### src/rtl/table3x4_pkg.sv
// Shared constants and types for the 3x4 table writer and its companions.
package table3x4_pkg;

    localparam int TBL_ROWS    = 3;
    localparam int TBL_COLS    = 4;
    localparam int TBL_ENTRIES = TBL_ROWS * TBL_COLS;

    // Value the selector returns for an unaddressable entry.
    localparam logic [31:0] TBL_INVALID = 32'hDEAD_BEEF;

    typedef enum logic {
        IDLE,
        CLEAR
    } state_t;

    typedef logic [3:0] clr_cnt_t;
    typedef logic [1:0] row_idx_t;
    typedef logic [1:0] col_t;

    localparam clr_cnt_t CLR_LAST = clr_cnt_t'(TBL_ENTRIES - 1);

    // Row-major flat index; with four columns this is simply {row, col}.
    function automatic clr_cnt_t entry_idx(input row_idx_t row, input col_t col);
        return {row, col};
    endfunction

endpackage

### src/rtl/table3x4_row_dec.sv
// Priority decode of the one-hot row field to a row index plus valid flag.
// Define TABLE3X4_WR_ONEHOT_CHECK_EN to reject rows that are not exactly one-hot.
module table3x4_row_dec
    import table3x4_pkg::*;
(
    input  logic [2:0] row,
    output row_idx_t   row_idx,
    output logic       row_valid
);

    always_comb begin
        // NOTE: every output gets a default first so no path leaves it unassigned (no latch).
        row_idx   = '0;
        row_valid = 1'b0;
        if (row[0]) begin
            row_idx   = 2'd0;
            row_valid = 1'b1;
        end else if (row[1]) begin
            row_idx   = 2'd1;
            row_valid = 1'b1;
        end else if (row[2]) begin
            row_idx   = 2'd2;
            row_valid = 1'b1;
        end
`ifdef TABLE3X4_WR_ONEHOT_CHECK_EN
        if (!$onehot(row)) begin
            row_valid = 1'b0;
        end
`else
`endif
    end

endmodule

### src/rtl/table3x4_wr.sv
// Write side of the 3x4 table: 12 x 32-bit entries, byte-enabled writes, sequential clear.
// Optional strict one-hot row check via TABLE3X4_WR_ONEHOT_CHECK_EN (in table3x4_row_dec).
module table3x4_wr
    import table3x4_pkg::*;
#(
    parameter logic [31:0] INIT_VAL = 32'h0000_0000
) (
    input  logic        clk,
    input  logic        res_n,
    input  logic        wr_valid,
    output logic        wr_ready,
    input  logic [1:0]  wr_col,
    input  logic [2:0]  wr_row,
    input  logic [31:0] wr_data,
    input  logic [3:0]  wr_be,
    input  logic        clr_req,
    output logic        clr_busy,
    output logic        err,
    output logic [31:0] out_0x0,
    output logic [31:0] out_0x1,
    output logic [31:0] out_0x2,
    output logic [31:0] out_0x3,
    output logic [31:0] out_1x0,
    output logic [31:0] out_1x1,
    output logic [31:0] out_1x2,
    output logic [31:0] out_1x3,
    output logic [31:0] out_2x0,
    output logic [31:0] out_2x1,
    output logic [31:0] out_2x2,
    output logic [31:0] out_2x3
);

    state_t      state_q;
    clr_cnt_t    cnt_q;
    logic [31:0] mem [TBL_ENTRIES];

    row_idx_t    row_idx;
    logic        row_valid;
    logic        wr_fire;
    clr_cnt_t    wr_idx;

    table3x4_row_dec u_row_dec (
        .row       (wr_row),
        .row_idx   (row_idx),
        .row_valid (row_valid)
    );

    // A clear request in IDLE takes priority over a write offered in the same cycle.
    assign wr_ready = (state_q == IDLE) && !clr_req;
    assign clr_busy = (state_q == CLEAR);
    assign wr_fire  = wr_valid && wr_ready;
    assign wr_idx   = entry_idx(row_idx, wr_col);

    always_ff @(posedge clk) begin
        if (!res_n) begin
            state_q <= IDLE;
            cnt_q   <= '0;
            err     <= 1'b0;
            // NOTE: the table itself is reset because reset must restore INIT_VAL, not just control state.
            for (int i = 0; i < TBL_ENTRIES; i++) begin
                mem[i] <= INIT_VAL;
            end
        end else begin
            err <= wr_fire && !row_valid;
            unique case (state_q)
                IDLE: begin
                    if (clr_req) begin
                        state_q <= CLEAR;
                        cnt_q   <= '0;
                    end else if (wr_fire && row_valid) begin
                        for (int b = 0; b < 4; b++) begin
                            if (wr_be[b]) begin
                                mem[wr_idx][8*b +: 8] <= wr_data[8*b +: 8];
                            end
                        end
                    end
                end
                CLEAR: begin
                    mem[cnt_q] <= INIT_VAL;
                    if (cnt_q == CLR_LAST) begin
                        state_q <= IDLE;
                    end else begin
                        cnt_q <= cnt_q + clr_cnt_t'(1);
                    end
                end
                default: state_q <= IDLE;
            endcase
        end
    end

    assign out_0x0 = mem[0];
    assign out_0x1 = mem[1];
    assign out_0x2 = mem[2];
    assign out_0x3 = mem[3];
    assign out_1x0 = mem[4];
    assign out_1x1 = mem[5];
    assign out_1x2 = mem[6];
    assign out_1x3 = mem[7];
    assign out_2x0 = mem[8];
    assign out_2x1 = mem[9];
    assign out_2x2 = mem[10];
    assign out_2x3 = mem[11];

endmodule
### config.mk
export PLATFORM = sky130hd
export DESIGN_NAME = table3x4_wr
export DESIGN_NICKNAME = d
export VERILOG_FILES = /design/src/rtl/table3x4_pkg.sv /design/src/rtl/table3x4_row_dec.sv /design/src/rtl/table3x4_wr.sv
export SDC_FILE = /design/constraint.sdc
export NUM_CORES = 1
export LEC_CHECK = 0
export CAP_MARGIN = 20
export CORE_AREA = 2 2 168 170
export CTS_CLUSTER_DIAMETER = 80
export CTS_CLUSTER_SIZE = 24
export DETAILED_ROUTE_END_ITERATION = 6
export DIE_AREA = 0 0 170 172
export DONT_BUFFER_PORTS = 1
export MAX_ROUTING_LAYER = met4
export PLACE_DENSITY = 0.74
export SLEW_MARGIN = 20
export SYNTH_ARGS = -nofsm -noshare
export SYNTH_HDL_FRONTEND = slang
export SYNTH_SLANG_ARGS = --single-unit
### constraint.sdc
create_clock -name clk -period 2.3 [get_ports clk]
set_input_delay 0.23 -clock clk [delete_from_list [all_inputs] [get_ports clk]]
set_output_delay 0.23 -clock clk [all_outputs]
set_load 0.01 [all_outputs]
==> reports/metrics.yaml <==
drv_cap: 0
synth_ff_type: "edfxtp_1"
core_area_um2: 27500
p_per_area_nw_per_um2: 744
worstReg2RegEnd: "mem[9][5]$_SDFFCE_PN0P_"
grt_usage_pct: 29.5
whs_ns: 0.0314
ys_seq_elements: 390
synth_edf_count: 384
internal_power_w: 0.0100
p_leak_nw: 5.63
start_util_pct: 55.9
setup_viol: 0
cts_setup_buffers: 0
fmax_mhz: 445
finalInstanceArea_um2: 17400
synth_area_um2: 15300
layout.nets: 1151
setup.worst_path.start_class: "flop"
slew-limit-headroom_pct: 44.6
antenna_found_initial: 1
cts_tree: "built"
ys_types: 46
drcViolationCount: 0
dpl.hpwl_um: 30000
hold_end: "cnt_q[2]$_SDFFE_PN0P_"
rrSetupSlack_ns: 0.05
nFillCells: 1964
async_reset_ff_share_pct: 0
min_from: "clr_req"
cts-root-buf: "clkbuf_16"
worst_slew_pin_slew_ns: 0.826
die_height_um: 172
dr.pass1.iters: 6
routedWlPerCell_um: 29.1
die_x_um: 170
rsz0062_at_grt: "false"
skew_ns: 0.0212
holdPathStages: 3
min_period_over_period_pct: 97.7
synth_nets: 1058
ant_nets: 0
cts_buffer_depth: 3
place_area_um2: 16500
required_ns: 2.56
viasPerCell: 6.27
vias: 9146
io_buffers: 0
yosys_warnings: 0
die_area_um2: 29200
p_switching_w: 0.00293
synth_cells: 1012
ys_seq_area_share_pct: 75.9
wirelength_um: 42400
crit_type: "reg2reg"
yosysTopAreaCellShare_pct: 75.1
io_pins: 432
power.share.clock_pct: 29.3
switching_share_pct: 22.6
core.rowCount: 61
seqPwrFrac_pct: 64.6
peakVddDrop_mv: 0.465
clkSlewWorstSetupHoldPaths_ns: 0.09
grt-ovfl-total: 0
htreeDepth: 1
startpoint: "clr_busy$_SDFF_PN0_"
slew_violations: 0
grt_max_degree: 62
yosys-top-cells-area: "edfxtp_1 75%, nor2_1 5.3%, nor3_1 3.1%"
status: "finished, final reports clean"
fin_crit_ns: 2.25
cts_sinks: 390
cp-end-kind: "flop"
antenna_cells: 0
r2r-start: "clr_busy$_SDFF_PN0_"
syn2layout_area_growth_pct: 13.5
drive_above_1_share_pct: 22.8
worstHoldPathType: "in2reg"
crit_arrival_ns: 2.50
first_global_vias: 8606
finalWeightedCongestion: 0.882
avgSynthCellArea_um2: 15.2
cp_max_fo: 36
grt_pass1_wl_um: 60100
r2r_cells: 8
cts-buffers-inserted: 20
yosys.area.top_type: "edfxtp_1"
drtIter0Drc: 845
hold_viol_final: 0
p_comb_share_pct: 6.2
worst_skew_pair.late_latency_ns: 0.54
## worst max-delay path, cell delays in order, from the launching register on
cell and delay (ns):
dfxtp_2 0.38, buf_4 0.16, a21boi_4 0.17, buf_4 0.18
buf_4 0.12, a32oi_4 0.11, buf_12 0.18, o21ai_0 0.41
buf_4 0.23
## cell usage in the layout, fill, tap and decap left out, types with 3 or more instances in the layout
cell type and n:
clkbuf_1 6, dlygate4sd3_1 26, nand2_1 3, buf_12 9, dfxtp_1 5, a31oi_2 3, nor3b_1 25, o21ai_0 26
o31ai_2 13, nand4_4 16, nand4_1 16, buf_4 132, edfxtp_1 384, nor3_1 94, a32oi_4 4, clkbuf_16 21
o21ai_1 6, and2_1 18, nor3_2 34, nor2b_1 3, o31ai_1 3, a21oi_4 3, inv_1 5, nor2_1 218
## synth_stat cells, types with 4 or more instances
master,count
a31oi_1,5
a32oi_2,4
and2_1,18
buf_2,55
buf_4,20
buf_6,4
clkbuf_1,17
dfxtp_1,6
edfxtp_1,384
inv_1,5
nand4_1,16
nand4_4,16
nor2_1,218
nor3_1,94
nor3_2,34
nor3b_1,25
o21ai_0,31
o31ai_1,16
## cells by family (layout without fill, tap and decap cells)
family,count (synthesis),after routing,share of synthesized area (%)
simple gates,442,442,16.6
flops,390,390,75.9
buf+inv,101,201,3.60
compound gates,77,77,3.76
fa+ha+maj,1,1,0.0815
mux,1,1,0.0652
## worst max-delay path by stage
stage                     depth (start not counted)  slack, ns                        to
after floorplan                                   6       0.04  mem[2][16]$_SDFFCE_PN0P_
after detailed placement                          5      -0.20   mem[4][9]$_SDFFCE_PN0P_
after global placement                            5      -0.19  mem[6][20]$_SDFFCE_PN0P_
after global routing                              7      0.009  mem[7][18]$_SDFFCE_PN0P_
final                                             8       0.05   mem[9][5]$_SDFFCE_PN0P_
after CTS                                         7       0.05  mem[4][28]$_SDFFCE_PN0P_
## state kept, by name, indices dropped and copies added (netlist names)
register  count
clr_busy      1
cnt_q         4
mem         384
err           1
## power groups by stage
stage                     Sequential, W  Clock, W  Combinational, W
after floorplan                 0.00844         0          0.000443
after global routing            0.00839   0.00402          0.000853
after global placement          0.00853         0          0.000724
after detailed placement        0.00852         0          0.000740
final                           0.00837   0.00379          0.000799
after CTS                       0.00837   0.00379          0.000795
## final cells by class
class                   count  area, um^2  share of cell area [%]
flip-flops and latches    390       11700                    66.9
multi-input cells         521        3310                    19.0
clock buffers              27         548                    3.15
repair buffers            167        1430                    8.22
inverters                   5        18.8                   0.108
well taps                 346         433                    2.49
clock inverters             2        23.8                   0.136
## metrics by stage
step | power, W | TNS, ns | cells | util (%) | setup slack, ns
finish | 0.0130 | 0 | 1458 | 63.4 | 0.0520
global route | 0.0133 | 0 | 1458 | 63.4 | 0.00939
CTS | 0.0130 | 0 | 1458 | 63.3 | 0.0457
detailed placement | 0.00926 | -14.65 | 1403 | 60.1 | -0.199
global placement | 0.00925 | -11.06 | 1403 | 60.1 | -0.188
floorplan | 0.00888 | 0 | 1012 | - | 0.0424
## layer usage
metal  GRT usage [%]  share of wire (%)
met5               -                  0
met4            9.70                3.7
met3            8.77                 12
met2            50.1                 51
met1            33.9                 34
## what timing repair did
action / CTS / global route
setup endpoints to repair: 119 / 16
endpoints found under the hold margin: 47 / 0
pin swaps: 0 / 0
gates resized for setup: 15 / 3
hold buffers: 26 / 0
No activity file was read; power rests on OpenSTA's default activity.
